**src/rtl/ball_frame_sync.sv**
```systemverilog
// ball_frame_sync: raster counters, once-per-frame screenEnd, tear-free ball shadows and bounce logic.
// Optional BALL_FRAME_SYNC_SCORE_EN adds the miss strobes and saturating score counters.
module ball_frame_sync #(
    parameter int H_VISIBLE  = 640,
    parameter int H_TOTAL    = 800,
    parameter int V_VISIBLE  = 480,
    parameter int V_TOTAL    = 525,
    parameter int BALL_SIZE  = 8,
    parameter int PADDLE_L_X = 16,
    parameter int PADDLE_R_X = 624
) (
    input  logic        clock,
    input  logic        reset,
    input  logic        pix_en,
    input  logic [31:0] ball_x,
    input  logic [31:0] ball_y,
    input  logic [8:0]  padL_top,
    input  logic [8:0]  padL_bot,
    input  logic [8:0]  padR_top,
    input  logic [8:0]  padR_bot,
    output logic        screenEnd,
    output logic [31:0] ball_xdir,
    output logic [31:0] ball_ydir,
    output logic [9:0]  hcount,
    output logic [9:0]  vcount,
    output logic        visible,
    output logic        ball_pixel,
    output logic        point_l,
    output logic        point_r,
    output logic [3:0]  score_l,
    output logic [3:0]  score_r,
    output logic [1:0]  fsm_state
);

    localparam int X_MAX = H_VISIBLE - BALL_SIZE;
    localparam int Y_MAX = V_VISIBLE - BALL_SIZE;

    localparam logic [9:0]  H_LAST  = 10'(H_TOTAL - 1);
    localparam logic [9:0]  V_LAST  = 10'(V_TOTAL - 1);
    localparam logic [9:0]  V_PRE   = 10'(V_VISIBLE - 1);
    localparam logic [9:0]  H_VIS_V = 10'(H_VISIBLE);
    localparam logic [9:0]  V_VIS_V = 10'(V_VISIBLE);
    localparam logic [9:0]  X_MAX_V = 10'(X_MAX);
    localparam logic [9:0]  Y_MAX_V = 10'(Y_MAX);
    localparam logic [9:0]  PL_X_V  = 10'(PADDLE_L_X);
    localparam logic [10:0] PR_X_V  = 11'(PADDLE_R_X);
    localparam logic [10:0] BS_W    = 11'(BALL_SIZE);

    typedef enum logic [1:0] {
        S_IDLE  = 2'd0,
        S_LATCH = 2'd1,
        S_EVAL  = 2'd2
    } state_t;

    state_t      state_q, state_d;
    logic [9:0]  hcount_q, hcount_d;
    logic [9:0]  vcount_q, vcount_d;
    logic        arm_q, arm_d;
    logic [9:0]  shadow_x_q, shadow_x_d;
    logic [9:0]  shadow_y_q, shadow_y_d;
    logic        xneg_q, xneg_d;
    logic        yneg_q, yneg_d;
    logic        ball_pixel_q, ball_pixel_d;

    logic [10:0] x_ext, y_ext, y_low_edge, h_ext, v_ext;
    logic        l_zone, r_zone, l_cover, r_cover;
    logic        at_x0, at_xmax;
    logic        in_x, in_y, vis;

    // Negative coordinates pin to 0, anything past the last legal position pins to it.
    function automatic logic [9:0] clamp(input logic [31:0] v, input logic [9:0] maxv);
        logic [9:0] r;
        if (v[31])
            r = '0;
        else if (v > {22'd0, maxv})
            r = maxv;
        else
            r = v[9:0];
        return r;
    endfunction

    always_comb begin
        hcount_d = hcount_q;
        vcount_d = vcount_q;
        if (pix_en) begin
            if (hcount_q == H_LAST) begin
                hcount_d = '0;
                vcount_d = (vcount_q == V_LAST) ? '0 : vcount_q + 10'd1;
            end else begin
                hcount_d = hcount_q + 10'd1;
            end
        end
    end

    // arm fires on the step that lands on (0, V_VISIBLE); the FSM turns it into screenEnd one clock later.
    assign arm_d = pix_en && (hcount_q == H_LAST) && (vcount_q == V_PRE);

    always_comb begin
        state_d = state_q;
        case (state_q)
            S_IDLE:  if (arm_q) state_d = S_LATCH;
            S_LATCH: state_d = S_EVAL;
            S_EVAL:  state_d = S_IDLE;
            default: state_d = S_IDLE;
        endcase
    end

    assign x_ext      = {1'b0, shadow_x_q};
    assign y_ext      = {1'b0, shadow_y_q};
    assign y_low_edge = y_ext + BS_W - 11'd1;
    assign l_zone     = shadow_x_q <= PL_X_V;
    assign r_zone     = (x_ext + BS_W) >= PR_X_V;
    assign l_cover    = (y_low_edge >= {2'b00, padL_top}) && (y_ext <= {2'b00, padL_bot});
    assign r_cover    = (y_low_edge >= {2'b00, padR_top}) && (y_ext <= {2'b00, padR_bot});
    assign at_x0      = shadow_x_q == '0;
    assign at_xmax    = shadow_x_q == X_MAX_V;

    always_comb begin
        shadow_x_d = shadow_x_q;
        shadow_y_d = shadow_y_q;
        xneg_d     = xneg_q;
        yneg_d     = yneg_q;
        if (state_q == S_LATCH) begin
            shadow_x_d = clamp(ball_x, X_MAX_V);
            shadow_y_d = clamp(ball_y, Y_MAX_V);
        end
        if (state_q == S_EVAL) begin
            if (yneg_q && shadow_y_q == '0)
                yneg_d = 1'b0;
            else if (!yneg_q && shadow_y_q == Y_MAX_V)
                yneg_d = 1'b1;
            // A paddle hit and a wall miss both send the ball back; only the score differs.
            if (xneg_q && l_zone && (l_cover || at_x0))
                xneg_d = 1'b0;
            if (!xneg_q && r_zone && (r_cover || at_xmax))
                xneg_d = 1'b1;
        end
    end

    assign h_ext = {1'b0, hcount_q};
    assign v_ext = {1'b0, vcount_q};
    assign vis   = (hcount_q < H_VIS_V) && (vcount_q < V_VIS_V);
    assign in_x  = (h_ext >= x_ext) && (h_ext < x_ext + BS_W);
    assign in_y  = (v_ext >= y_ext) && (v_ext < y_ext + BS_W);

    assign ball_pixel_d = pix_en ? (vis && in_x && in_y) : ball_pixel_q;

    always_ff @(posedge clock or negedge reset) begin
        if (!reset) begin
            state_q      <= S_IDLE;
            hcount_q     <= '0;
            vcount_q     <= '0;
            arm_q        <= 1'b0;
            shadow_x_q   <= '0;
            shadow_y_q   <= '0;
            xneg_q       <= 1'b0;
            yneg_q       <= 1'b0;
            ball_pixel_q <= 1'b0;
        end else begin
            state_q      <= state_d;
            hcount_q     <= hcount_d;
            vcount_q     <= vcount_d;
            arm_q        <= arm_d;
            shadow_x_q   <= shadow_x_d;
            shadow_y_q   <= shadow_y_d;
            xneg_q       <= xneg_d;
            yneg_q       <= yneg_d;
            ball_pixel_q <= ball_pixel_d;
        end
    end

`ifdef BALL_FRAME_SYNC_SCORE_EN
    logic       miss_l, miss_r;
    logic       point_l_q, point_r_q;
    logic [3:0] score_l_q, score_l_d;
    logic [3:0] score_r_q, score_r_d;

    assign miss_r    = (state_q == S_EVAL) && xneg_q && l_zone && !l_cover && at_x0;
    assign miss_l    = (state_q == S_EVAL) && !xneg_q && r_zone && !r_cover && at_xmax;
    assign score_l_d = (miss_l && score_l_q != 4'hF) ? score_l_q + 4'd1 : score_l_q;
    assign score_r_d = (miss_r && score_r_q != 4'hF) ? score_r_q + 4'd1 : score_r_q;

    always_ff @(posedge clock or negedge reset) begin
        if (!reset) begin
            point_l_q <= 1'b0;
            point_r_q <= 1'b0;
            score_l_q <= '0;
            score_r_q <= '0;
        end else begin
            point_l_q <= miss_l;
            point_r_q <= miss_r;
            score_l_q <= score_l_d;
            score_r_q <= score_r_d;
        end
    end

    assign point_l = point_l_q;
    assign point_r = point_r_q;
    assign score_l = score_l_q;
    assign score_r = score_r_q;
`else
    assign point_l = 1'b0;
    assign point_r = 1'b0;
    assign score_l = 4'd0;
    assign score_r = 4'd0;
`endif

    assign screenEnd  = (state_q == S_LATCH);
    assign ball_xdir  = xneg_q ? 32'hFFFF_FFFF : 32'h0000_0001;
    assign ball_ydir  = yneg_q ? 32'hFFFF_FFFF : 32'h0000_0001;
    assign hcount     = hcount_q;
    assign vcount     = vcount_q;
    assign visible    = vis;
    assign ball_pixel = ball_pixel_q;
    assign fsm_state  = state_q;

endmodule

```
**config.mk**
```make
export PLATFORM = sky130hd
export DESIGN_NAME = ball_frame_sync
export DESIGN_NICKNAME = d
export VERILOG_FILES = /design/src/rtl/ball_frame_sync.sv
export SDC_FILE = /design/constraint.sdc
export NUM_CORES = 1
export LEC_CHECK = 0
export ABC_AREA = 1
export BUFFER_PORTS_ARGS = -buffer_cell sky130_fd_sc_hd__clkbuf_2
export CAP_MARGIN = 20
export CORE_MARGIN = 2
export CORE_UTILIZATION = 51
export CTS_CLUSTER_SIZE = 16
export DETAILED_ROUTE_END_ITERATION = 16
export MAX_ROUTING_LAYER = met4
export PLACE_DENSITY_LB_ADDON = 0.15
export SLEW_MARGIN = 20
export SYNTH_ARGS = -nofsm -noshare
export SYNTH_HDL_FRONTEND = slang
export SYNTH_SLANG_ARGS = --single-unit
```
**constraint.sdc**
```tcl
create_clock -name clock -period 3.2 [get_ports clock]
set_input_delay 0.64 -clock clock [delete_from_list [all_inputs] [get_ports clock]]
set_output_delay 0.64 -clock clock [all_outputs]
set_load 0.01 [all_outputs]
```
==> results.py <==
metrics = {
    "critical_path": {
        "cp-end-kind": "flip-flop",
        "worstSetupPathType": "reg2reg",
        "reg2reg_from": "shadow_y_q[0]",
        "slowest_delay_ps": 430,
        "path_cells": "inv_1 -> ha_1 -> nand3_1 -> nor2_1 -> nand2_1 -> xnor2_1 -> ha_1 -> nand2_1 -> inv_1 -> a21oi_1 -> nand2_1 -> nand2_1 -> nand3_1 -> nand2_1 -> nand4_1 -> nand2_1 -> nand2_1 -> nand2_1 -> nand2_1",
        "crit_slowest_cell": "dfrtp_1",
        "cp-startpoint": "shadow_y_q[0]",
        "crit_path_start_kind": "flip-flop",
        "cpMostUsedCell": "nand2_1",
        "cp.required_ps": 3390,
        "critPathArrivalTime_ps": 2950,
        "critPathMaxFanout": 5,
    },
    "power": {
        "pwr-share-comb_pct": 26.4,
        "switching_share_pct": 31.53,
        "static-leakage-power_nw": 3.448,
        "seqPwrFrac_pct": 44.5,
        "clkPwrFrac_pct": 29.1,
        "powerDensity_nw_per_um2": 263.5,
        "vdd_ir_drop_max_mv": 0.3590,
        "power.switching_mw": 0.4861,
        "p_int_mw": 1.056,
        "power_mw": 1.542,
    },
    "grt": {
        "grt_pass1_wl_microns": 22260,
        "grt_pass1_vias": 4646,
        "grt_util_all_layers_pct": 25.25,
        "antenna_found_initial": 0,
        "grt_max_degree": 34,
        "globalRouteOverflowTotal": 0,
    },
    "floorplan": {
        "num_rows": 36,
        "core_area_sq_um": 9774,
        "initial_core_util_pct": 52.66,
        "fp.dieW_microns": 104.5,
        "dieArea_sq_um": 10910,
        "die_y_microns": 104.5,
        "ios": 202,
    },
    "layout": {
        "num_antenna_cells": 0,
        "area_growth_pct": 13.66,
        "drive_gt1_share_pct": 27.70,
        "fin_nets": 1013,
    },
    "timing": {
        "rsz0062_at_grt": "no",
        "tightest_slew_ps": 864.7,
        "setup_viol": 0,
        "finalSetupTns_ps": 0,
        "min_period_ps": 2754,
        "hold_violations": 0,
        "clock_skew_ps": 4.881,
        "finalCritPeriodShare_pct": 86.05,
        "drv_slew": 0,
        "max_freq_mhz": 363.1,
        "relSlewSlack_pct": 42.35,
    },
    "hold_path": {
        "hp-class": "in2async",
    },
    "clock_network": {
        "h-tree-depth": 2,
        "clock-sinks": 46,
        "cts_resized": 0,
        "clockBufferDepth": 2,
        "root_buffer": "clkbuf_8",
        "clock_latency_ps": 300,
        "cts_tree": "done",
        "numCtsBuffers": 5,
        "hold_buffers": 0,
        "clk_pin_slew_ps": 90,
        "post_cts_buffers": 0,
    },
    "routing": {
        "ant_nets": 0,
        "routed-via-count": 4935,
        "drc_errors": 0,
        "routed_wirelength_microns": 13420,
        "drt-pass1-iter-count": 6,
        "dr.first_iter.drc_count": 293,
        "wl_per_cell_microns": 13.88,
        "vias_per_cell": 5.103,
    },
    "synthesis": {
        "yosysWarnings": 0,
        "yosys.area.top_type": "dfrtp_1",
        "synth_top_area_share_pct": 22.36,
        "syn_area_sq_um": 5147,
        "ys_ff_latch": 46,
        "synth_flop_cell": "dfrtp_1",
        "synthCells": 703,
        "synth_cell_types": 44,
        "seq_area_frac_synth_pct": 22.36,
        "async_flop_share_pct": 100.0,
        "postSynthAreaPerCell_sq_um": 7.322,
        "synth.area.top_cells": "dfrtp_1 22%, ha_1 18%, buf_4 11%",
        "synth_edf_count": 0,
    },
    "run_status": {
        "status": "finished, final reports clean",
    },
    "placed_design": {
        "place_hpwl_microns": 11250,
        "io_buffers": 189,
        "gp_congestion": 0.9034,
    },
    "run": {
        "cap_violations": 0,
    },
}
-- state kept, by name, indices dropped and copies added, names as in the netlist --
signal      flops
hcount         10
shadow_x_q     10
shadow_y_q     10
vcount         10
fsm_state       2
arm_q           1
ball_pixel      1
xneg_q          1
yneg_q          1
-- worst max-delay path, delay by kind of cell, from the launching register on --
family                   cells  cell delay (ps)
AND/OR/NAND/NOR             13             1120
adder cells (fa/ha/maj)      2              520
flip-flops                   1              430
XOR/XNOR                     1              230
buffers and inverters        2              200
AO/OA/AOI/OAI                1              140
-- synth_stat cells (5+ instances only) --
cell type,n
nor2_1,60
xor2_1,13
o22ai_1,10
buf_4,75
nand3_1,30
nor3_1,10
nand4_1,17
a21oi_1,28
inv_1,101
a211oi_1,5
ha_1,76
nor4_1,17
inv_2,5
dfrtp_1,46
nand2_2,6
nand2_1,114
o21ai_0,33
-- final timing paths --
path | cells past startpoint | end | slack [ps]
setup / recovery | 19 | xneg_q | 450
hold / removal | 1 | hcount[5] | 280
setup reg to reg | 19 | xneg_q | 450
hold reg to reg | 1 | fsm_state[0] | 470
max in group asynchronous | 2 | shadow_x_q[8] | 2150
min in group clock | 1 | fsm_state[0] | 470
-- final cells by class --
class	count	area [sq um]
Clock buffer	6	82.58
Timing Repair Buffer	192	968.4
Multi-Input combinational cell	481	3047
Fill cell	968	3924
Inverter	108	405.4
Clock inverter	1	30.03
Sequential cell	46	1151
Tap cell	133	166.4
-- power by group through the flow --
stage          sequential (mW)  clock, mW  combinational, mW
3_5_place_dp             0.699          0              0.404
4_1_cts                  0.688      0.452              0.409
6_report                 0.687      0.448              0.407
2_1_floorplan            0.696          0              0.233
5_1_grt                  0.695      0.475              0.468
3_3_place_gp             0.698          0              0.394
-- metrics by stage --
stage	worst slack, ps	cells	utilization, %	cell area (sq um)	hold WS [ps]
finish	446.3	967	59.86	5851	284.7
global route	189.6	967	59.86	5851	322.8
CTS	449.5	967	59.86	5851	313.3
detailed placement	468.0	960	58.70	5738	467.6
global placement	582.3	960	58.70	5738	453.3
floorplan	790.2	713	-	5185	344.4
-- kinds of logic (layout without fill, tap and decap cells) --
family          Yosys count  after routing  synth area share (%)
buf+inv                 186            307                 19.18
other cells               2             12                0.1459
xor+xnor                 17             17                 3.257
simple gates            278            278                 25.23
fa+ha+maj                76             76                 18.47
compound gates           98             98                 11.35
flops                    46             46                 22.36
-- placed cells by master (no fill, tap or decap), types with 4 or more instances in the layout --
cell	instances
inv_1	101
xor2_1	13
nor4_1	17
nand4_1	17
conb_1	12
inv_2	5
a21o_1	4
nand3_1	30
a21oi_1	28
nor2_2	4
nand2_1	114
nor3b_1	4
a211oi_1	5
o21ai_0	33
o21bai_1	4
o22ai_1	10
nand2_2	6
clkbuf_8	6
nor2_1	60
o211ai_1	4
nor3_1	10
clkbuf_2	189
dfrtp_1	46
ha_1	76
-- routing by layer --
metal  wire length (microns)  vias to the layer above  part of all wire [%]  global-route usage [%]
li1                        -                     2518                     -                       -
met1                    5719                     2214                    43                   31.26
met2                    6692                      178                    50                   44.54
met3                     749                       25                   5.6                   2.757
met4                     259                        0                   1.9                   5.116
met5                       0                        -                     0                       -
(Power assumes the default switching activity.)
